### src/rtl/uart_tx.sv
// UART transmitter: start bit, NB_DATA data bits (LSB or MSB first), stop period.
// Timing is driven by an external oversampling tick strobe; line, busy and done are registered.
module uart_tx #(
    parameter int unsigned NB_DATA      = 8,
    parameter int unsigned NB_STOP      = 16,
    parameter int unsigned OVERSAMPLING = 16,
    parameter int unsigned MSB_FIRST    = 0
) (
    input  logic               clk,
    input  logic               i_rst,
    input  logic               i_tick,
    input  logic               i_tx_start,
    input  logic [NB_DATA-1:0] i_data,
    output logic               o_tx,
    output logic               o_busy,
    output logic               o_txdone
);

    localparam int unsigned CNT_MAX = (OVERSAMPLING > NB_STOP) ? OVERSAMPLING - 1 : NB_STOP - 1;
    localparam int unsigned CNT_W   = (CNT_MAX > 0) ? $clog2(CNT_MAX + 1) : 1;
    localparam int unsigned IDX_W   = (NB_DATA > 1) ? $clog2(NB_DATA) : 1;

    localparam logic [CNT_W-1:0] BIT_LAST  = CNT_W'(OVERSAMPLING - 1);
    localparam logic [CNT_W-1:0] STOP_LAST = CNT_W'(NB_STOP - 1);
    localparam logic [IDX_W-1:0] IDX_LAST  = IDX_W'(NB_DATA - 1);

    typedef enum logic [1:0] {
        IDLE  = 2'd0,
        START = 2'd1,
        DATA  = 2'd2,
        STOP  = 2'd3
    } state_e;

    state_e             state_q, state_d;
    logic [CNT_W-1:0]   cnt_q, cnt_d;
    logic [IDX_W-1:0]   idx_q, idx_d;
    logic [NB_DATA-1:0] shreg_q, shreg_d;
    logic               tx_q, tx_d;
    logic               busy_q, busy_d;
    logic               done_q, done_d;

    logic [NB_DATA-1:0] shreg_next_c;
    logic               head_c;
    logic               head_next_c;

    // Bit currently at the line-facing end of the shift register, before and after a shift
    always_comb begin
        if (MSB_FIRST != 0) begin
            shreg_next_c = shreg_q << 1;
            head_c       = shreg_q[NB_DATA-1];
            head_next_c  = shreg_next_c[NB_DATA-1];
        end else begin
            shreg_next_c = shreg_q >> 1;
            head_c       = shreg_q[0];
            head_next_c  = shreg_next_c[0];
        end
    end

    // State register; reset wins over every other input
    always_ff @(posedge clk) begin
        if (i_rst) begin
            state_q <= IDLE;
            cnt_q   <= '0;
            idx_q   <= '0;
            shreg_q <= '0;
            tx_q    <= 1'b1;
            busy_q  <= 1'b0;
            done_q  <= 1'b0;
        end else begin
            state_q <= state_d;
            cnt_q   <= cnt_d;
            idx_q   <= idx_d;
            shreg_q <= shreg_d;
            tx_q    <= tx_d;
            busy_q  <= busy_d;
            done_q  <= done_d;
        end
    end

    // Next-state and next-output logic; without a tick every register holds
    always_comb begin
        state_d = state_q;
        cnt_d   = cnt_q;
        idx_d   = idx_q;
        shreg_d = shreg_q;
        tx_d    = tx_q;
        busy_d  = busy_q;
        done_d  = 1'b0;

        unique case (state_q)
            IDLE: begin
                tx_d   = 1'b1;
                busy_d = 1'b0;
                if (i_tx_start) begin
                    shreg_d = i_data;
                    cnt_d   = '0;
                    idx_d   = '0;
                    state_d = START;
                    tx_d    = 1'b0;
                    busy_d  = 1'b1;
                end
            end
            START: begin
                if (i_tick) begin
                    if (cnt_q == BIT_LAST) begin
                        cnt_d   = '0;
                        idx_d   = '0;
                        state_d = DATA;
                        tx_d    = head_c;
                    end else begin
                        cnt_d = cnt_q + CNT_W'(1);
                    end
                end
            end
            DATA: begin
                if (i_tick) begin
                    if (cnt_q == BIT_LAST) begin
                        cnt_d   = '0;
                        shreg_d = shreg_next_c;
                        if (idx_q == IDX_LAST) begin
                            state_d = STOP;
                            tx_d    = 1'b1;
                        end else begin
                            idx_d = idx_q + IDX_W'(1);
                            tx_d  = head_next_c;
                        end
                    end else begin
                        cnt_d = cnt_q + CNT_W'(1);
                    end
                end
            end
            STOP: begin
                tx_d = 1'b1;
                if (i_tick) begin
                    if (cnt_q == STOP_LAST) begin
                        cnt_d   = '0;
                        state_d = IDLE;
                        busy_d  = 1'b0;
                        done_d  = 1'b1;
                    end else begin
                        cnt_d = cnt_q + CNT_W'(1);
                    end
                end
            end
            default: begin
                state_d = IDLE;
            end
        endcase
    end

    assign o_tx     = tx_q;
    assign o_busy   = busy_q;
    assign o_txdone = done_q;

endmodule

### config.mk
export PLATFORM = sky130hd
export DESIGN_NAME = uart_tx
export DESIGN_NICKNAME = d
export VERILOG_FILES = /design/src/rtl/uart_tx.sv
export SDC_FILE = /design/constraint.sdc
export NUM_CORES = 1
export LEC_CHECK = 0
export CORE_MARGIN = 3
export CORE_UTILIZATION = 55
export CTS_BUF_LIST = sky130_fd_sc_hd__clkbuf_8
export DETAILED_ROUTE_END_ITERATION = 8
export GPL_TIMING_DRIVEN = 0
export MAX_ROUTING_LAYER = met4
export PLACE_DENSITY_LB_ADDON = 0.05
export SLEW_MARGIN = 10
export SYNTH_ARGS = -nofsm -noshare
export SYNTH_HDL_FRONTEND = slang
export SYNTH_SLANG_ARGS = --single-unit
### constraint.sdc
create_clock -name clk -period 2.79 [get_ports clk]
set_clock_uncertainty 0.2 [all_clocks]
set_input_delay 0.558 -clock clk [delete_from_list [all_inputs] [get_ports clk]]
set_output_delay 0.558 -clock clk [all_outputs]
set_load 0.05 [all_outputs]
# Word-level counts from Yosys, hierarchy flattened
# Index checks and enable logic that the tools add are counted.
# word_totals
output_inout_bits,3
reg_bits,20
wordCells,74
# classes
n_mux,36
bitwise,2
reduce_logical,12
n_eq_ne,15
n_addsub,2
# ops
cell,n
$mux W8,3
$mux W3,6
$ne A2 B2 Y1 const B,9
$mux W2,8
$pmux W8 S2,1
$mux W4,3
$mux W1,10
$pmux W3 S3,1
$pmux W2 S4,1
$pmux W4 S2,1
$reduce_and A4 Y1,2
$reduce_and A8 Y1,1
$reduce_and A7 Y1,1
$reduce_or A3 Y1,2
$add A4 B1 Y4 const B,1
$eq A2 B2 Y1 const B,2
$eq A4 B4 Y1 const B,1
$pmux W1 S4,1
$reduce_bool A2 Y1,2
$add A3 B1 Y3 const B,1
$eq A3 B3 Y1 const B,1
$reduce_and A3 Y1,1
$reduce_bool A3 Y1,1
$eq A2 B1 Y1 const B,1
5 further kinds,6

# Depth between registers and ports, before layout
# Gate-level depths: netlist of run 1.
# logic_depth
word_depth,5
depth_mapped,8
depth_no_buf,6

# Worst setup path before layout of run 1
# No wires, ideal clock.
# synth_path
kind,register to register
from,reg state_q[0]
to,reg idx_q[0]
path_slack_ns,0.847
t_arrival_ns,1.611
t_required_ns,2.458
synth_period_minus_slack_ns,1.943
path_stages_with_launch,8
setup_ns,0.132
cell_sequence,dfxtp_1 -> inv_1 -> ha_1 -> buf_6 -> or2_4 -> a2111oi_4 -> nand2b_1 -> a21oi_1
# synth_between
elab_chain_cells,3
# synth_lines
item,line_no,source
"start, declared",34,"state_e state_q, state_d;"
"start signal, assigned",70,state_q <= state_d;
"$eq A2 B2 Y1, or another cell as far along",90,unique case (state_q)
$ne A2 B2 Y1 (no line) / $reduce_bool A3 Y1 (equally long branches),n/a,
$reduce_and A7 Y1 (no line),n/a,
"end signal, assigned",72,idx_q <= idx_d;
"end, declared",36,"logic [IDX_W-1:0] idx_q, idx_d;"
# Parallel ways exist; a longest one is shown, timed or not.
# A chain may end at the register's enable or synchronous reset.

# Final worst setup path of run 1
# layout_path
from,in i_tick
to,reg shreg_q[4]
# layout_between
elab_chain_cells,2
# layout_lines
item,line_no,source
"start, declared",11,"input logic i_tick,"
$ne A2 B2 Y1 (no line),n/a,
$reduce_and A4 Y1 (no line),n/a,
"end signal, assigned",73,shreg_q <= shreg_d;
"end, declared",37,"logic [NB_DATA-1:0] shreg_q, shreg_d;"
# Every way passes these cells.

==> results.json, run 1 <==
{
  "outcome": "finished, final reports clean",
  "clk_latency_ns": 0.25,
  "postSynthCellCount": 116,
  "die_h_um": 50.1,
  "num-nets-final": 153,
  "synth.net_count": 135,
  "postLayoutCellArea_mm2": 0.00127,
  "fin_tns_setup_ns": 0,
  "htree_levels": 1,
  "synth_enable_flop_cells": 0,
  "routedWlPerCell_um": 13.4,
  "yosysWarnings": 0,
  "path_clk_slew_ns": 0.06,
  "hold_class": "reg -> reg",
  "setup_violations": 0,
  "grt_pass1_vias": 864,
  "ys_seq_elements": 20,
  "diodes": 0,
  "grt.overflow.total": 0,
  "ios": 15,
  "comb_power_share_pct": 51.9,
  "rsz0062_at_grt": "false",
  "syn_to_final_growth_pct": 19.0,
  "drtAntennaViolNets": 0,
  "clock-sinks": 20,
  "finalPower_mw": 1.27,
  "synth-main-ff-cell": "dfxtp_1",
  "ff2ff_setup_slack_ns": 0.65,
  "finalWirelength_mm": 2.10,
  "cp_max_fo": 10,
  "worstSetupStartpointType": "input port",
  "r2r_cells": 7,
  "holdBufCountCts": 0,
  "p_clk_share_pct": 14.4,
  "final.period_utilization_pct": 79.4,
  "async_flop_share_pct": 0,
  "dr.pass1.iters": 4,
  "place_ws_ns": 0.331,
  "avgViaCountPerCell": 5.52,
  "start_util_pct": 59.9,
  "core_mm2": 0.00178,
  "fp.dieW_um": 50.1,
  "r2r_end": "idx_q[0]$_SDFFE_PP0P_",
  "drv_slew": 0,
  "hold_ws_ns": 0.273,
  "place_area_mm2": 0.00123,
  "rr_startpoint": "state_q[0]$_SDFFE_PP0P_",
  "io_buffers": 13,
  "die-area_mm2": 0.00251,
  "end_kind": "flip-flop",
  "grt_usage_pct": 20.3,
  "max_freq_ghz": 0.451,
  "syn_area_mm2": 0.00107,
  "synth.avg_cell_area_um2": 9.20,
  "synth_seq_area_share_pct": 37.5,
  "critPathKind": "in -> reg",
  "crit_arrival_ns": 2.17,
  "maxCapViolations": 0,
  "grt_max_degree": 11,
  "hpwl_mm": 1.61,
  "vias": 867,
  "cp_data_required_time_ns": 2.75,
  "ys_types": 32,
  "cts_setup_buffers": 0,
  "drc": 0,
  "worst_pin_slew_ns": 0.502,
  "maxSlewHeadroom_pct": 66.4,
  "antenna_found_initial": 0,
  "clockBufferDepth": 2,
  "p_per_area_mw_per_mm2": 996,
  "setup_ws_ns": 0.575,
  "internal_power_uw": 760,
  "rows": 15,
  "leakage_nw": 0.485,
  "post-route-min-period_ns": 2.22,
  "final_layout_size_suffix_gt1_share_pct": 8.33,
  "hp-start": "idx_q[2]$_SDFFE_PP0P_",
  "cts_tree": "done",
  "power.switching_uw": 506,
  "cts_made_buffers": 3,
  "endpoint": "shreg_q[4]$_SDFFE_PP0P_",
  "ir_worst_vdd_mv": 0.562,
  "routabilityCongestion": 0.776,
  "grt_first_pass_wirelength_mm": 3.84,
  "crit_path_start": "i_tick",
  "p_seq_share_pct": 33.7,
  "postCtsResizedCells": 0,
  "drt_iter0_drc": 24,
  "netSwitchingFraction_pct": 40.0,
  "hold_viol": 0,
  "root_buffer": "clkbuf_8"
}
==> layout make-up <==
type | count | area, um^2
Inverter | 4 | 15.0
Sequential cell | 20 | 400
Fill cell | 151 | 513
Buffer | 6 | 36.3
Timing Repair Buffer | 13 | 130
Clock buffer | 3 | 41.3
Tap cell | 25 | 31.3
Multi-Input combinational cell | 86 | 616
==> flip-flops by register name, indices dropped and copies added, names as in the netlist <==
signal,flops
cnt_q,4
state_q,2
o_tx,1
shreg_q,8
o_txdone,1
o_busy,1
idx_q,3
==> cell families after synthesis <==
logic type	count (synthesis)	synth area share, %
fa+ha+maj	7	8.21
buf+inv	10	4.81
flops	20	37.5
simple gates	41	20.0
compound gates	28	20.0
mux	10	9.38
==> power groups by stage <==
stage | logic (mW) | registers (mW) | clock network (mW)
finish | 0.657 | 0.426 | 0.182
global route | 0.729 | 0.437 | 0.200
CTS | 0.661 | 0.426 | 0.186
detailed placement | 0.656 | 0.433 | 0
global placement | 0.631 | 0.428 | 0
floorplan | 0.481 | 0.458 | 0
==> cell usage after synthesis (all sizes together), types with 2 or more instances <==
library cell   n  area (um^2)
buf            4         28.8
a31oi          4         25.0
nor3           3         15.0
ha             7         87.6
nand3          4         20.0
o21ai          3         15.0
a21oi          7         35.0
inv            4         15.0
a211oi         7         52.6
clkbuf         2         7.51
dfxtp         20          400
nand2          7         26.3
nor2          12         45.0
mux2i         10          100
nand2b         7         43.8
==> worst min path at each step <==
stage | slack (ns) | to | cells after the start
floorplan | 0.24 | shreg_q[7]$_SDFFE_PP0P_ | 2
CTS | 0.28 | idx_q[2]$_SDFFE_PP0P_ | 2
global route | 0.31 | shreg_q[7]$_SDFFE_PP0P_ | 2
global placement | 0.25 | shreg_q[7]$_SDFFE_PP0P_ | 2
finish | 0.27 | idx_q[2]$_SDFFE_PP0P_ | 2
detailed placement | 0.27 | idx_q[2]$_SDFFE_PP0P_ | 2
==> critical path: stages <==
cell,delay (ns)
clkdlybuf4s50_1,0.57
nand4_2,0.21
a22oi_2,0.31
buf_4,0.24
nor2_1,0.06
a211oi_1,0.22
==> layer usage <==
layer  global-route usage, %  wire length, um  vias up
met4                    5.99               13        0
met2                    34.3             1010       20
met3                    4.23               87        2
met5                       -                0        -
met1                    23.9              991      393
li1                        -                -      452
==> through the flow <==
| stage | util [%] | std cells |
|---|---|---|
| after floorplan | - | 116 |
| after global placement | 68.9 | 154 |
| after detailed placement | 68.9 | 154 |
| after CTS | 71.2 | 157 |
| after global routing | 71.2 | 157 |
| final | 71.2 | 157 |
==> placed cells by master (no fill, tap or decap), types with 2 or more instances in the layout <==
| master | synthesis | layout |
|---|---|---|
| a211oi_1 | 7 | 7 |
| a21oi_1 | 7 | 7 |
| a31oi_1 | 4 | 4 |
| buf_2 | 2 | 2 |
| clkbuf_1 | 2 | 2 |
| clkbuf_8 | 0 | 3 |
| clkdlybuf4s50_1 | 0 | 13 |
| dfxtp_1 | 20 | 20 |
| ha_1 | 7 | 7 |
| inv_1 | 4 | 4 |
| mux2i_1 | 10 | 10 |
| nand2_1 | 7 | 7 |
| nand2b_1 | 7 | 7 |
| nand3_1 | 4 | 4 |
| nor2_1 | 12 | 12 |
| nor3_1 | 3 | 3 |
| o21ai_0 | 3 | 3 |
Note: power is estimated with default switching activity, not from simulation.
==> run 2: changes to the inputs <==
--- a/config.mk
+++ b/config.mk
@@ -6,7 +6,7 @@
 export NUM_CORES = 1
 export LEC_CHECK = 0
 export CORE_MARGIN = 3
-export CORE_UTILIZATION = 55
+export CORE_UTILIZATION = 50
 export CTS_BUF_LIST = sky130_fd_sc_hd__clkbuf_8
 export DETAILED_ROUTE_END_ITERATION = 8
 export GPL_TIMING_DRIVEN = 0
==> constraint.sdc (replaced) <==
create_clock -name clk -period 1.8 [get_ports clk]
set_clock_uncertainty 0.2 [all_clocks]
set_input_delay 0.36 -clock clk [delete_from_list [all_inputs] [get_ports clk]]
set_output_delay 0.36 -clock clk [all_outputs]
set_load 0.05 [all_outputs]
==> run 2 against run 1 <==
The flow now finishes with violations (negative setup slack). Final area is 18% higher. Critical path depth is the same. Core utilization grew 4.4 points. Non-clock buffer count grew 10. Hold slack got worse by 0.0065 ns. Sequential power rose by 62%. Via count grew 8.7%. Total power grew 92%. Count of clock-buffer cells in the layout is 1 higher. Routed wire length up 9.7%. Critical path type is now reg -> reg.
==> results.json, run 2 (synthesis gave the netlist of run 1 again) <==
{
  "end_kind": "flip-flop",
  "fillCellCount": 133,
  "top_regs": "shreg_q (8), cnt_q (4), idx_q (3)",
  "rows": 16,
  "final_layout_size_suffix_gt1_share_pct": 30.8,
  "largest_reg_flops": 8,
  "routabilityCongestion": 0.770,
  "drv_slew": 0,
  "final.period_utilization_pct": 104,
  "htree_levels": 1,
  "drtAntennaViolNets": 0,
  "critPathKind": "reg -> reg",
  "clock-sinks": 20,
  "syn_to_final_growth_pct": 40.4,
  "grt_max_degree": 12,
  "antenna_found_initial": 0,
  "fin_tns_setup_ns": -0.152,
  "worstSetupStartpointType": "flip-flop",
  "finalWirelength_mm": 2.31,
  "grt_usage_pct": 19.3,
  "die_h_um": 52.2,
  "die-area_mm2": 0.00272,
  "crit_arrival_ns": 1.86,
  "routedWlPerCell_um": 13.6,
  "violations": "negative setup slack",
  "io_buffers": 13,
  "maxCapViolations": 0,
  "cts_made_buffers": 3,
  "rr_startpoint": "state_q[1]$_SDFFE_PP0P_",
  "root_buffer": "clkbuf_8",
  "drc": 0,
  "avgViaCountPerCell": 5.54,
  "drt_iter0_drc": 8,
  "crit_path_start": "state_q[1]$_SDFFE_PP0P_",
  "ir_worst_vdd_mv": 0.927,
  "dr.pass1.iters": 4,
  "leakage_nw": 0.578,
  "dpl.cell_count": 156,
  "holdBufCountCts": 0,
  "post-route-min-period_ns": 1.87,
  "clockBufferDepth": 2,
  "grt_first_pass_wirelength_mm": 3.83,
  "final_cells": 170,
  "maxSlewHeadroom_pct": 64.3,
  "path_clk_slew_ns": 0.07,
  "cts_tree": "done",
  "worst_pin_slew_ns": 0.536,
  "vias": 942,
  "final-seq-area_um2": 410,
  "fp.dieW_um": 52.2,
  "grt_pass1_vias": 865,
  "max_freq_ghz": 0.535,
  "outcome": "finished, violations left",
  "cp_data_required_time_ns": 1.78,
  "rsz0062_at_grt": "true",
  "grt.overflow.total": 0,
  "ios": 15,
  "final_common_cell": "dfxtp_1",
  "hp-start": "shreg_q[7]$_SDFFE_PP0P_",
  "core_mm2": 0.00198,
  "p_per_area_mw_per_mm2": 1620,
  "cp_max_fo": 6,
  "layout_common_cells": "16 x dfxtp_1, 12 x nor2_1, 11 x buf_4",
  "regMostFlops": "shreg_q",
  "num-nets-final": 163,
  "hold_class": "reg -> reg",
  "hpwl_mm": 1.54,
  "setup_ws_ns": -0.0704,
  "setup_violations": 4,
  "start_util_pct": 53.9,
  "clk_latency_ns": 0.26,
  "multi_input_area_um2": 738,
  "diodes": 0,
  "hold_viol": 0
}
==> run 2: changes by cell type in the layout (fill, tap and decap cells not counted), sizes merged <==
cell,before,now
clkbuf,5,6
buf,4,14
clkdlybuf4s50,13,8
dlygate4sd2,0,5
==> run 2: through the flow <==
stage	cell area [um^2]	setup slack, ns	power, mW	utilization, %	hold slack [ns]
after global placement	1240	-0.434	1.67	62.7	0.250
after floorplan	1080	-0.00566	1.47	-	0.239
final	1500	-0.0704	2.43	75.6	0.267
after CTS	1390	-0.0376	2.23	70.1	0.269
after detailed placement	1240	-0.453	1.69	62.7	0.258
after global routing	1500	-0.206	2.61	75.6	0.318
==> run 2: report_power, final <==
part | switching [mW] | internal (mW)
sequential | 0.100 | 0.590
clock | 0.148 | 0.195
combinational | 0.676 | 0.719
total | 0.924 | 1.50
==> run 2: cell type report <==
| class | count | share of cell area [%] |
|---|---|---|
| clock buffer | 4 | 3.67 |
| sequential | 20 | 27.4 |
| tap | 27 | 2.25 |
| timing repair buffer | 25 | 14.5 |
| multi-input combinational | 86 | 49.2 |
| buffer | 4 | 1.59 |
| inverter | 4 | 1.34 |
==> run 2: critical path, cell delays in order, from the launching register on <==
cell and delay (ns):
dfxtp_4 0.38, inv_4 0.05, ha_4 0.15, or2_4 0.26, a2111oi_4 0.41, nand3b_1 0.16
a21oi_2 0.17
==> run 2: repair_timing <==
item / 4_1_cts / 5_1_grt
setup endpoints to repair: 15 / 10
resized for setup: 16 / 19
setup buffers: 8 / 4
pin swaps: 8 / 10
==> run 2: final timing paths <==
kind / end / slack (ns) / cells after the start
max: idx_q[0]$_SDFFE_PP0P_ / -0.07 / 6
min: shreg_q[7]$_SDFFE_PP0P_ / 0.27 / 2
max reg2reg: idx_q[0]$_SDFFE_PP0P_ / -0.07 / 6
min reg2reg: shreg_q[7]$_SDFFE_PP0P_ / 0.27 / 2
==> run 2: metal layers <==
| layer | track usage (%) | vias to the layer above | wire (um) |
|---|---|---|---|
| met5 | - | - | 0 |
| li1 | - | 475 | - |
| met4 | 7.66 | 0 | 40 |
| met2 | 31.2 | 19 | 1130 |
| met3 | 3.42 | 6 | 71 |
| met1 | 24.0 | 442 | 1060 |
